$ cat config.mk
export PLATFORM = sky130hd
export DESIGN_NAME = servo_pwm_drv_flat
export DESIGN_NICKNAME = d
export VERILOG_FILES = /design/src/rtl/servo_pwm_drv_pkg.sv /design/src/rtl/servo_pwm_drv_if.sv /design/src/rtl/servo_pwm_drv_servo_ch.sv /design/src/rtl/servo_pwm_drv.sv /design/src/flat_wrapper.sv
export SDC_FILE = /design/constraint.sdc
export NUM_CORES = 1
export LEC_CHECK = 0
export ABC_CLOCK_PERIOD_IN_PS = 3200
export BUFFER_PORTS_ARGS = -buffer_cell sky130_fd_sc_hd__buf_2
export CAP_MARGIN = 20
export CORE_ASPECT_RATIO = 0.5
export CORE_MARGIN = 2
export CORE_UTILIZATION = 64
export CTS_BUF_LIST = sky130_fd_sc_hd__clkbuf_8
export DETAILED_ROUTE_END_ITERATION = 8
export GPL_ROUTABILITY_DRIVEN = 0
export PLACE_DENSITY = 0.8
export SYNTH_ARGS = -nofsm -noshare
export SYNTH_HDL_FRONTEND = slang
export SYNTH_SLANG_ARGS = --single-unit
export TNS_END_PERCENT = 30
$ cat constraint.sdc
create_clock -name clk -period 3.2 [get_ports clk]
set_input_delay 0.64 -clock clk [delete_from_list [all_inputs] [get_ports clk]]
set_output_delay 0.64 -clock clk [all_outputs]
set_load 0.02 [all_outputs]
$ cat src/rtl/servo_pwm_drv_pkg.sv
// rtl/servo_pwm_drv_pkg.sv - shared timing defaults and width clamp for the servo PWM driver
// Contents: default clock/frame/pulse constants and clamp_us(), which limits a width to [lo, hi].
package servo_pwm_drv_pkg;

  localparam int unsigned US_W           = 12;
  localparam int unsigned DEF_CLK_PER_US = 12;
  localparam int unsigned DEF_PERIOD_US  = 20000;
  localparam int unsigned DEF_MIN_US     = 500;
  localparam int unsigned DEF_MAX_US     = 2500;
  localparam int unsigned DEF_CENTER_US  = (DEF_MIN_US + DEF_MAX_US) / 2;

  function automatic logic [US_W-1:0] clamp_us(input logic [US_W-1:0] v,
                                               input logic [US_W-1:0] lo,
                                               input logic [US_W-1:0] hi);
    if (v < lo) return lo;
    else if (v > hi) return hi;
    else return v;
  endfunction

endpackage

$ cat src/rtl/servo_pwm_drv_if.sv
// rtl/servo_pwm_drv_if.sv - command handshake bundle for the servo PWM driver
// Signals: cmd_valid/cmd_ready handshake, cmd_ch target channel, cmd_us requested width in us.
// master drives the command, slave (the driver) returns cmd_ready.
interface servo_pwm_drv_if #(
  parameter int unsigned CH_W = 2
);
  import servo_pwm_drv_pkg::*;

  logic            cmd_valid;
  logic            cmd_ready;
  logic [CH_W-1:0] cmd_ch;
  logic [US_W-1:0] cmd_us;

  modport master (output cmd_valid, output cmd_ch, output cmd_us, input cmd_ready);
  modport slave  (input cmd_valid, input cmd_ch, input cmd_us, output cmd_ready);

endinterface

$ cat src/rtl/servo_pwm_drv_servo_ch.sv
// rtl/servo_pwm_drv_servo_ch.sv - one servo channel: pending/active width, clamp and output compare
// Ports: clk, rst_n (async, active-low); boundary_i frame boundary strobe; enable_i latched enable;
// load_i accept a command for this channel; cmd_us_i raw width; us_cnt_i frame position;
// pend_o pending width not yet applied; pwm_o registered pulse output.
module servo_ch
  import servo_pwm_drv_pkg::*;
#(
  parameter int unsigned CNT_W    = 15,
  parameter int unsigned MIN_US   = DEF_MIN_US,
  parameter int unsigned MAX_US   = DEF_MAX_US,
  parameter int unsigned RESET_US = DEF_CENTER_US
) (
  input  logic             clk,
  input  logic             rst_n,
  input  logic             boundary_i,
  input  logic             enable_i,
  input  logic             load_i,
  input  logic [US_W-1:0]  cmd_us_i,
  input  logic [CNT_W-1:0] us_cnt_i,
  output logic             pend_o,
  output logic             pwm_o
);

  logic [US_W-1:0] pend_q, pend_d, act_q, act_d;
  logic            flag_q, flag_d, pwm_q, pwm_d;

  always_comb begin
    pend_d = pend_q;
    act_d  = act_q;
    flag_d = flag_q;
    // Apply uses the flag as it stood before this edge, so a load on the
    // boundary cycle waits for the following boundary.
    if (boundary_i && flag_q) begin
      act_d  = pend_q;
      flag_d = 1'b0;
    end
    if (load_i) begin
      pend_d = clamp_us(cmd_us_i, US_W'(MIN_US), US_W'(MAX_US));
      flag_d = 1'b1;
    end
    pwm_d = enable_i && (32'(us_cnt_i) < 32'(act_q));
  end

  always_ff @(posedge clk or negedge rst_n) begin
    if (!rst_n) begin
      pend_q <= '0;
      act_q  <= US_W'(RESET_US);
      flag_q <= 1'b0;
      pwm_q  <= 1'b0;
    end else begin
      pend_q <= pend_d;
      act_q  <= act_d;
      flag_q <= flag_d;
      pwm_q  <= pwm_d;
    end
  end

  assign pend_o = flag_q;
  assign pwm_o  = pwm_q;

endmodule

$ cat src/rtl/servo_pwm_drv.sv
// rtl/servo_pwm_drv.sv - multi-channel servo PWM driver with frame-synchronous width updates
// Ports: clk; rst_n (async, active-low); en global enable, sampled at frame boundaries;
// cmd command handshake (slave); servo_pwm registered pulses; frame_sync first clk of each frame.
module servo_pwm_drv
  import servo_pwm_drv_pkg::*;
#(
  parameter int unsigned CLK_PER_US = DEF_CLK_PER_US,
  parameter int unsigned PERIOD_US  = DEF_PERIOD_US,
  parameter int unsigned MIN_US     = DEF_MIN_US,
  parameter int unsigned MAX_US     = DEF_MAX_US,
  parameter int unsigned CH_NUM     = 4
) (
  input  logic              clk,
  input  logic              rst_n,
  input  logic              en,
  servo_pwm_drv_if.slave    cmd,
  output logic [CH_NUM-1:0] servo_pwm,
  output logic              frame_sync
);

  localparam int unsigned PRE_W     = (CLK_PER_US > 1) ? $clog2(CLK_PER_US) : 1;
  localparam int unsigned CNT_W     = (PERIOD_US > 1) ? $clog2(PERIOD_US) : 1;
  localparam int unsigned CH_W      = (CH_NUM > 1) ? $clog2(CH_NUM) : 1;
  localparam int unsigned CENTER_US = (MIN_US + MAX_US) / 2;

  logic [PRE_W-1:0]  pre_q, pre_d;
  logic [CNT_W-1:0]  us_cnt_q, us_cnt_d;
  logic              fs_q, en_q, en_d, rdy_q;
  logic              us_tick, boundary, sel_pend, accept;
  logic [CH_NUM-1:0] pend_flag, load;

  assign us_tick  = (pre_q == PRE_W'(CLK_PER_US - 1));
  // Boundary is the cycle whose edge wraps us_cnt back to 0.
  assign boundary = us_tick && (us_cnt_q == CNT_W'(PERIOD_US - 1));

  always_comb begin
    pre_d    = us_tick ? '0 : pre_q + 1'b1;
    us_cnt_d = us_cnt_q;
    if (us_tick) us_cnt_d = boundary ? '0 : us_cnt_q + 1'b1;
    en_d     = boundary ? en : en_q;
  end

  always_ff @(posedge clk or negedge rst_n) begin
    if (!rst_n) begin
      pre_q    <= '0;
      us_cnt_q <= '0;
      fs_q     <= 1'b0;
      en_q     <= 1'b0;
      rdy_q    <= 1'b0;
    end else begin
      pre_q    <= pre_d;
      us_cnt_q <= us_cnt_d;
      fs_q     <= boundary;
      en_q     <= en_d;
      rdy_q    <= 1'b1;
    end
  end

  // Channel decode by compare so an out-of-range cmd_ch matches nothing:
  // it sees no pending flag (ready) and loads no channel (discarded).
  always_comb begin
    sel_pend = 1'b0;
    load     = '0;
    for (int i = 0; i < CH_NUM; i++) begin
      if (cmd.cmd_ch == CH_W'(i)) begin
        sel_pend = pend_flag[i];
        load[i]  = accept;
      end
    end
  end

  assign cmd.cmd_ready = rdy_q && !sel_pend;
  assign accept        = cmd.cmd_valid && cmd.cmd_ready;
  assign frame_sync    = fs_q;

  for (genvar g = 0; g < CH_NUM; g++) begin : g_ch
    servo_ch #(
      .CNT_W    (CNT_W),
      .MIN_US   (MIN_US),
      .MAX_US   (MAX_US),
      .RESET_US (CENTER_US)
    ) u_ch (
      .clk        (clk),
      .rst_n      (rst_n),
      .boundary_i (boundary),
      .enable_i   (en_q),
      .load_i     (load[g]),
      .cmd_us_i   (cmd.cmd_us),
      .us_cnt_i   (us_cnt_q),
      .pend_o     (pend_flag[g]),
      .pwm_o      (servo_pwm[g])
    );
  end

endmodule

$ cat src/flat_wrapper.sv
// flat-port wrapper written by rule: the top's interface ports become plain ports
module servo_pwm_drv_flat import servo_pwm_drv_pkg::*;
#(
  parameter int unsigned CLK_PER_US = DEF_CLK_PER_US,
  parameter int unsigned PERIOD_US  = DEF_PERIOD_US,
  parameter int unsigned MIN_US     = DEF_MIN_US,
  parameter int unsigned MAX_US     = DEF_MAX_US,
  parameter int unsigned CH_NUM     = 4
)
  (clk, rst_n, en, servo_pwm, frame_sync, cmd_cmd_valid, cmd_cmd_ch, cmd_cmd_us, cmd_cmd_ready);
  servo_pwm_drv_if #(.CH_W(2)) cmd_i ();
  input  logic clk;
  input  logic rst_n;
  input  logic en;
  output logic [CH_NUM-1:0] servo_pwm;
  output logic frame_sync;
  input wire logic [$bits(cmd_i.cmd_valid)-1:0] cmd_cmd_valid;
  input wire logic [$bits(cmd_i.cmd_ch)-1:0] cmd_cmd_ch;
  input wire logic [$bits(cmd_i.cmd_us)-1:0] cmd_cmd_us;
  output wire logic [$bits(cmd_i.cmd_ready)-1:0] cmd_cmd_ready;
  assign cmd_i.cmd_valid = cmd_cmd_valid;
  assign cmd_i.cmd_ch = cmd_cmd_ch;
  assign cmd_i.cmd_us = cmd_cmd_us;
  assign cmd_cmd_ready = cmd_i.cmd_ready;
  servo_pwm_drv #(.CLK_PER_US(CLK_PER_US), .PERIOD_US(PERIOD_US), .MIN_US(MIN_US), .MAX_US(MAX_US), .CH_NUM(CH_NUM)) u_core (.clk(clk), .rst_n(rst_n), .en(en), .cmd(cmd_i), .servo_pwm(servo_pwm), .frame_sync(frame_sync));
endmodule
==> reports/qor.txt <==
post-route cell area -> 6990 um2
Detailed Routing Iterations Pass 1 -> 5
number of diodes added for antenna fixing -> 0
Bufs and invs on worst path -> 0
detailed placement HPWL -> 10700 um
non-filler cells, final -> 727
count of flip-flops with a built-in enable after synthesis -> 0
clock tree from TritonCTS -> yes
wirelength, routed -> 15000 um
CTS Hold Buffers Added -> 0
Top-Level Pins -> 24
total number of H-tree levels -> 4
Die Y-Extent -> 74.6 um
result of the run -> finished clean
final worst path period need -> 2.82 ns
cell type group with the largest total delay on the critical path -> simple AND/OR/NAND/NOR gates
count of state elements after synthesis -> 126
worst clock skew on the final layout -> 0.0139 ns
Final Slew Violations -> 0
total negative slack for setup checks -> 0 ns
Remaining DRCs -> 0
Multi-input gate area -> 2890 um2
Post-DRT Antenna Nets -> 0
class of the tightest hold or removal check -> in -> async
nets in the synthesized netlist -> 608
critical path required time -> 3.52 ns
CP Launch Point -> u_core.us_cnt_q[0]$_DFFE_PN0N_
CTS resizes -> 0
nature of the critical path startpoint -> flop
relative slew slack -> 0.463
mean area per synthesized cell -> 11.7 um2
sequential-to-total area share from yosys stat -> 0.500
timing-limited maximum frequency -> 355 MHz
Placed Area -> 6620 um2
average detailed-routed wire length per instance -> 20.6 um
via count of the first global-routing pass -> 4218
power density over the cells -> 501 nW/um2
post-CTS setup repair buffer count -> 0
Reg clk slew, reported paths -> 0.08 ns
Synth warnings -> 0
origin of the critical flop-to-flop path -> u_core.us_cnt_q[0]$_DFFE_PN0N_
overall die area -> 10800 um2
final clock period utilization by the worst path -> 0.881
endpoint arrival time on the critical path -> 3.14 ns
maximum buffer depth of the clock tree -> 2
Critical Path, Cell by Cell -> ha_1 > nand4_4 > nor4_4 > nand4_2 > mux2_4
maximum capacitance violations -> 0
pin count of the biggest net entering global routing -> 52
Total GRT Usage -> 0.302
worst reg-to-reg path cell count -> 5
# port buffers -> 23
register cell area after layout -> 3190 um2
RSZ-0062 raised after global routing -> no
Worst path slowest cell -> sky130_fd_sc_hd__nor4_4
Critical Setup Path Class -> reg -> reg
global-route wire length before repair -> 23600 um
number of vias per cell after detailed routing -> 6.00
area grow syn2layout -> 9.66%
fillers -> 654
number of sinks on the clock net -> 126
Cells after Synth -> 544
VDD IR-drop max -> 0.000390 V
Pwr Total -> 3.50 mW
cell area after technology mapping -> 6370 um2
cell count after placement -> 695
kind of end point of the critical path -> flop
worst slew pin tran -> 0.803 ns
area of the core region -> 9570 um2
final-stage net count -> 643
number of design-rule violations left by the first detailed-router iteration -> 312
largest fanout on the critical path -> 12
ratio of cells with drive above 1 in the final layout -> 0.269
number of vias in the routed layout -> 4360
clock root buffer master -> sky130_fd_sc_hd__clkbuf_8
Yosys cell types -> 54
number of buffers inserted during clock tree synthesis -> 17
chip width -> 145 um
Synth Flop Type -> sky130_fd_sc_hd__dfrtp_1
Finish-stage setup viols -> 0
final hold violation count -> 0
clock insertion delay at the later pin of the skew report -> 0.44 ns
antenna violations before repair -> 0
Post-Route Utilization -> 0.730
static leakage -> 3.35 nW
delay of the slowest cell on the worst path -> 0.68 ns
number of cells on the critical path -> 5
GRT Residual Overflow -> 0
floorplan row count -> 25
share of flip-flops with an asynchronous set or reset -> 1.00
Initial Utilization -> 0.666
[cells in the mapped netlist, types with 5 or more instances]
cell,number,area [um2]
sky130_fd_sc_hd__a22o_1,12,105
sky130_fd_sc_hd__or3_1,5,31.3
sky130_fd_sc_hd__o21ai_0,28,140
sky130_fd_sc_hd__o22a_1,16,140
sky130_fd_sc_hd__nor2_1,25,93.8
sky130_fd_sc_hd__nand2_1,45,169
sky130_fd_sc_hd__inv_1,47,176
sky130_fd_sc_hd__nand3_1,15,75.1
sky130_fd_sc_hd__nor3_1,10,50.1
sky130_fd_sc_hd__dfstp_2,28,736
sky130_fd_sc_hd__mux2_4,40,601
sky130_fd_sc_hd__clkbuf_1,6,22.5
sky130_fd_sc_hd__xnor2_1,9,78.8
sky130_fd_sc_hd__ha_1,46,576
sky130_fd_sc_hd__dfrtp_1,98,2450
sky130_fd_sc_hd__a21oi_1,20,100
sky130_fd_sc_hd__buf_6,5,56.3
sky130_fd_sc_hd__mux2_2,10,113
sky130_fd_sc_hd__nor2b_1,5,31.3
sky130_fd_sc_hd__a21o_1,14,105
[logic make-up after synthesis]
group | after synthesis | share of synthesized area
other | 1 | 0.000588
and+or+nand+nor | 135 | 0.113
adders and majority gates | 46 | 0.0903
AOI/OAI and AO/OA | 107 | 0.114
DFF | 126 | 0.500
buffers and inverters | 64 | 0.0463
muxes | 53 | 0.119
xor gates and xnor gates | 12 | 0.0165
[state kept, by name, summed over array words and instances (netlist names)]
signal	flops
u_core.en_q	1
u_core.pre_q	4
u_core.rdy_q	1
u_core.g_ch.u_ch.act_q	48
u_core.frame_sync	1
u_core.us_cnt_q	15
u_core.g_ch.u_ch.pwm_o	4
u_core.g_ch.u_ch.pend_o	4
u_core.g_ch.u_ch.pend_q	48
[worst paths after layout]
| check | to | slack (ns) |
|---|---|---|
| max | u_core.g_ch[3].u_ch.act_q[9]$_DFFE_PN0P_ | 0.38 |
| min | u_core.g_ch[3].u_ch.pend_q[11]$_DFFE_PN0P_ | 0.19 |
| max reg2reg | u_core.g_ch[3].u_ch.act_q[9]$_DFFE_PN0P_ | 0.38 |
| min reg2reg | u_core.pre_q[0]$_DFF_PN0_ | 0.48 |
| max in group asynchronous | u_core.g_ch[2].u_ch.act_q[3]$_DFFE_PN1P_ | 2.14 |
| min in group clk | u_core.en_q$_DFFE_PN0P_ | 0.44 |
[placed cells by master, fill, tap and decap left out, drive strengths merged, types with 5 or more instances in the layout]
| cell type | n |
|---|---|
| o22a | 16 |
| nand2 | 45 |
| buf | 33 |
| a21oi | 20 |
| nand3 | 15 |
| dfstp | 28 |
| or3 | 6 |
| clkbuf | 17 |
| ha | 46 |
| mux2 | 50 |
| a22o | 12 |
| nor3 | 10 |
| a21o | 14 |
| nor2b | 5 |
| o21ai | 28 |
| clkinv | 8 |
| dfrtp | 98 |
| nor2 | 25 |
| inv | 52 |
| nand4 | 8 |
| xnor2 | 9 |
[area by class of cell]
type,instances,share of cell area
Multi-Input combinational cell,354,0.413
Clock inverter,15,0.0199
Clock buffer,17,0.0335
Tap cell,135,0.0242
Sequential cell,126,0.456
Inverter,47,0.0252
Timing Repair Buffer,33,0.0276
[routing by layer]
metal | share of wire | vias to the layer above | track usage
li1 | - | 2003 | -
met1 | 0.48 | 2150 | 0.433
met2 | 0.42 | 182 | 0.448
met3 | 0.084 | 25 | 0.0896
met4 | 0.013 | 0 | 0.101
met5 | 0 | - | 0
[power by group]
group	internal, mW	leakage (nW)	switching, mW
registers	1.75	1.56	0.177
logic	0.138	1.60	0.130
clock network	0.623	0.192	0.678
[metrics by stage]
step / worst slack (ns) / hold slack [ns]
after floorplan: 0.957 / 0.344
after global placement: 0.583 / 0.446
after detailed placement: 0.490 / 0.456
after CTS: 0.390 / 0.213
after global routing: 0.262 / 0.228
final: 0.380 / 0.190
No activity file was read; power rests on OpenSTA's default activity.
